--- src/rtl/pipelined_adder.sv ---
// Pipelined add/subtract: WIDTH split into STAGES carry chunks, one chunk resolved per stage.
// Latency STAGES edges, one beat/cycle; global stall while the result is held (in_ready = !out_valid || out_ready).
module pipelined_adder #(
    parameter int WIDTH  = 8,
    parameter int STAGES = 2
) (
    input  logic             clk,
    input  logic             rst,
    input  logic             in_valid,
    output logic             in_ready,
    input  logic [WIDTH-1:0] a,
    input  logic [WIDTH-1:0] b,
    input  logic             cin,
    input  logic             sub,
    output logic             out_valid,
    input  logic             out_ready,
    output logic [WIDTH-1:0] sum,
    output logic             cout,
    output logic             ovf
);
    localparam int C = WIDTH / STAGES;

    logic             advance;
    logic [WIDTH-1:0] be_in;
    logic             ce_in;

    logic             valid_q [STAGES];
    logic             carry_q [STAGES];
    logic [WIDTH-1:0] a_q     [STAGES];
    logic [WIDTH-1:0] be_q    [STAGES];
    logic [WIDTH-1:0] sum_q   [STAGES];

    // Subtraction is a + ~b + ~cin, so cout = 1 means no borrow.
    assign be_in = sub ? ~b : b;
    assign ce_in = sub ? ~cin : cin;

    assign out_valid = valid_q[STAGES-1];
    assign advance   = !out_valid || out_ready;
    assign in_ready  = advance;

    generate
        for (genvar k = 0; k < STAGES; k++) begin : g_stage
            logic [WIDTH-1:0] src_a;
            logic [WIDTH-1:0] src_be;
            logic [WIDTH-1:0] src_sum;
            logic [WIDTH-1:0] sum_d;
            logic             src_c;
            logic             src_v;
            logic [C:0]       part;

            if (k == 0) begin : g_head
                assign src_a   = a;
                assign src_be  = be_in;
                assign src_sum = '0;
                assign src_c   = ce_in;
                assign src_v   = in_valid;
            end else begin : g_body
                assign src_a   = a_q[k-1];
                assign src_be  = be_q[k-1];
                assign src_sum = sum_q[k-1];
                assign src_c   = carry_q[k-1];
                assign src_v   = valid_q[k-1];
            end

            assign part = {1'b0, src_a[k*C +: C]} + {1'b0, src_be[k*C +: C]} + {{C{1'b0}}, src_c};

            // Lower chunks ride along already finished; this stage fills in chunk k.
            always_comb begin
                sum_d            = src_sum;
                sum_d[k*C +: C]  = part[C-1:0];
            end

            always_ff @(posedge clk or posedge rst) begin
                if (rst) begin
                    valid_q[k] <= 1'b0;
                    carry_q[k] <= 1'b0;
                    a_q[k]     <= '0;
                    be_q[k]    <= '0;
                    sum_q[k]   <= '0;
                end else if (advance) begin
                    valid_q[k] <= src_v;
                    carry_q[k] <= part[C];
                    a_q[k]     <= src_a;
                    be_q[k]    <= src_be;
                    sum_q[k]   <= sum_d;
                end
            end
        end
    endgenerate

    assign sum  = sum_q[STAGES-1];
    assign cout = carry_q[STAGES-1];
    assign ovf  = (a_q[STAGES-1][WIDTH-1] == be_q[STAGES-1][WIDTH-1]) &&
                  (sum_q[STAGES-1][WIDTH-1] != a_q[STAGES-1][WIDTH-1]);

endmodule
--- config.mk ---
export PLATFORM = sky130hd
export DESIGN_NAME = pipelined_adder
export DESIGN_NICKNAME = d
export VERILOG_FILES = /design/src/rtl/pipelined_adder.sv
export SDC_FILE = /design/constraint.sdc
export NUM_CORES = 1
export LEC_CHECK = 0
export ABC_CLOCK_PERIOD_IN_PS = 2100
export CAP_MARGIN = 30
export CELL_PAD_IN_SITES_DETAIL_PLACEMENT = 2
export CELL_PAD_IN_SITES_GLOBAL_PLACEMENT = 2
export CORE_MARGIN = 3
export CORE_UTILIZATION = 29
export DETAILED_ROUTE_END_ITERATION = 12
export PLACE_DENSITY = 0.84
export SLEW_MARGIN = 5
export SYNTH_ARGS = -nofsm -noshare
export SYNTH_HDL_FRONTEND = slang
export SYNTH_SLANG_ARGS = --single-unit
export TNS_END_PERCENT = 5
--- constraint.sdc ---
create_clock -name clk -period 2.1 [get_ports clk]
set_input_delay 0.315 -clock clk [delete_from_list [all_inputs] [get_ports clk]]
set_output_delay 0.315 -clock clk [all_outputs]
set_load 0.01 [all_outputs]
==> flow_summary_export.csv <==
group,metric,value,unit
status,status,"complete, no violations",
finish,syn_to_final_growth,31.5,%
power_and_ir_drop,power_density,913,mW/mm^2
routing,first_pass_iters,3,
floorplanning,ioPinCount,34,
grt,grt_start_max_net_pins,27,
sta,setup_viol,0,
sta,hold_ws,0.392,ns
floorplanning,fp.coreArea,0.00444,mm^2
grt,grt_overflow,0,
synthesis,syn_avg_cell_area,9.85,um^2
power_and_ir_drop,p_leak,0.841,nW
grt,antenna_found_initial,0,
synthesis,syn-instance-count,138,
worst_hold_path,hp-class,"primary input to async pin",
sta,slew_violations,0,
synthesis,ys_ff_latch,26,
sta,max_slew.worst_pin.slew,0.345,ns
routing,ant_nets,0,
floorplanning,start_util,0.306,
floorplanning,die_x,74.5,um
sta,fin_skew,0.00446,ns
clock_network,cts_root_buf,"clkbuf_8",
finish,antenna_cells,0,
grt,grt_use_total,0.140,
placement,gp_congestion,0.784,
critical_path,worst-r2r-cell-count,6,
finish,instances_no_fill,226,
synthesis,ys_types,20,
placement,hpwl,2.71,mm
finish,fill_cells,490,
routing,drtIter0Drc,26,
routing,vias,1021,
routing,remaining_drc_errors,0,
synthesis,synth_fp_nets,170,
critical_path,path_class,"primary input to flop",
clock_network,clock_path_buffers,2,
finish,final_area,0.00179,mm^2
clock_network,cts-buffers-inserted,3,
sta,fmax,484,MHz
clock_network,clock_latency,0.27,ns
synthesis,yosysSeqAreaShare,0.479,
power_and_ir_drop,vdd_drop_max,0.000307,V
sta,hold_viol,0,
clock_network,htree_levels,1,
critical_path,start_kind,"primary input",
synthesis,yosysWarnings,0,
sta,period_share,0.984,
floorplanning,rows,24,
grt,grt_pass1_wl,5.95,mm
floorplanning,die-area,0.00554,mm^2
routing,wl_per_cell,15.3,um
sta,rsz0062_at_grt,"false",
placement,portBuffers,33,
floorplanning,die_y,74.5,um
finish,drive_gt1_frac,0.0977,
clock_network,clkTransAtPathRegs,0.09,ns
finish,multi_input_area,632,um^2
sta,slew_headroom,0.770,
finish,ff_latch_area,651,um^2
routing,wl,3.45,mm
sta,period_needed,2.07,ns
clock_network,cts_tree,"built",
critical_path,worst_setup_path_end_kind,"flop",
critical_path,cp-startpoint,"b[0]",
routing,routed_via_density,4.52,
critical_path,reg2reg_from,"g_stage[1].src_a[4]",
critical_path,required,2.25,ns
grt,grt_pass1_vias,1198,
flow_run,cap_violations,0,
placement,dp.cells,223,
critical_path,cp.arrival,2.22,ns
critical_path,path_max_fanout,2,
critical_path,rrSetupSlack,0.39,ns
synthesis,synthesis.area,0.00136,mm^2
finish,nNetsFinal,208,
clock_network,clock_sinks,26,
placement,placedInstanceArea,0.00174,mm^2
[Yosys cell counts]
| cell | n | share of area |
|---|---|---|
| o21ai_0 | 7 | 0.026 |
| ha_1 | 6 | 0.055 |
| nand2b_1 | 1 | 0.0046 |
| a21o_1 | 3 | 0.017 |
| inv_1 | 4 | 0.011 |
| o21ai_1 | 1 | 0.0037 |
| fa_1 | 4 | 0.059 |
| a21oi_1 | 4 | 0.015 |
| xnor2_1 | 4 | 0.026 |
| nor2b_4 | 1 | 0.010 |
| buf_4 | 3 | 0.017 |
| buf_6 | 3 | 0.025 |
| inv_6 | 1 | 0.0064 |
| nand2_1 | 49 | 0.14 |
| nor2b_1 | 1 | 0.0046 |
| xor2_1 | 9 | 0.058 |
| nor2_1 | 6 | 0.017 |
| dfrtp_1 | 26 | 0.48 |
| o21ai_2 | 2 | 0.013 |
| a21oi_2 | 3 | 0.019 |
[cells in the final DEF (no fill, tap or decap)]
cell type / netlist / final
clkdlybuf4s50_1: 0 / 32
inv_6: 1 / 1
buf_4: 3 / 6
dfrtp_1: 26 / 26
nor2b_1: 1 / 1
a21oi_2: 3 / 4
nand2b_1: 1 / 1
a21oi_1: 4 / 3
o21ai_0: 7 / 7
nand2_1: 49 / 49
o21ai_1: 1 / 1
xor2_1: 9 / 9
inv_1: 4 / 4
a21o_1: 3 / 3
nor2_1: 6 / 6
dlygate4sd2_1: 0 / 1
nor2b_4: 1 / 1
fa_1: 4 / 4
o21ai_2: 2 / 2
clkbuf_8: 0 / 3
xnor2_1: 4 / 4
ha_1: 6 / 6
[per-stage QoR]
step	worst slack (ns)	total power [W]	TNS, ns	utilization
after floorplan	0.0981	0.00106	0	-
after global placement	-0.294	0.00131	-0.772	0.392
after global routing	0.00815	0.00176	0	0.402
final	0.0343	0.00163	0	0.402
after CTS	0.0164	0.00166	0	0.401
after detailed placement	-0.381	0.00137	-1.06	0.392
[routing by layer]
metal | global-route usage | vias up | part of all wire
met1 | 0.186 | 500 | 0.45
met3 | 0.00946 | 4 | 0.014
li1 | - | 503 | -
met2 | 0.243 | 14 | 0.52
met5 | 0 | - | 0
met4 | 0.0415 | 0 | 0.012
[worst paths after layout]
path,endpoint
min in group clk,g_stage[1].src_sum[1]
worst min register to register,g_stage[1].src_sum[1]
worst max-delay path,g_stage[1].src_c
worst min-delay path,sum[0]
worst max register to register,cout
max in group asynchronous,g_stage[1].src_a[5]
[area by class of cell]
class                           instances  area share
Sequential cell                        26       0.364
Multi-Input combinational cell        101       0.354
Timing Repair Buffer                   39       0.209
Tap cell                               52      0.0364
Clock buffer                            3      0.0231
Inverter                                5      0.0133
[power breakdown]
group,leakage (nW),total (W),switching (W),internal (W)
Combinational,0.509,0.000624,0.000296,0.000328
Sequential,0.311,0.000721,0.0000877,0.000633
Clock,0.0216,0.000287,0.000158,0.000129
Total,0.841,0.00163,0.000542,0.00109
[sequential cells by signal, indices dropped and copies added, names as in the netlist]
register / cells
g_stage.src_be: 4
out_valid: 1
cout: 1
a_q: 1
g_stage.src_v: 1
sum: 8
g_stage.src_sum: 4
g_stage.src_c: 1
g_stage.src_a: 4
be_q: 1
[cell families (layout without fill, tap and decap cells)]
logic type / after synthesis / after routing / share of synthesized area
simple gates: 58 / 58 / 0.171
flops: 26 / 26 / 0.479
compound gates: 20 / 20 / 0.0930
xor+xnor: 13 / 13 / 0.0838
buf+inv: 11 / 47 / 0.0589
fa+ha+maj: 10 / 10 / 0.114
[what timing repair did]
| item | CTS | global route |
|---|---|---|
| pin swaps | 0 | 0 |
| buffers inserted | 0 | 0 |
| hold endpoints to repair | 0 | 0 |
| hold buffers | 0 | 0 |
| setup endpoints to repair | 2 | 1 |
| gates resized for setup | 1 | 1 |
[worst max-delay path, stage by stage]
cell and delay [ns]:
clkdlybuf4s50_1 0.44, xor2_1 0.18, fa_1 0.45, fa_1 0.41, a21o_1 0.21, a21oi_2 0.15
a21oi_2 0.07
(Power assumes the default switching activity.)
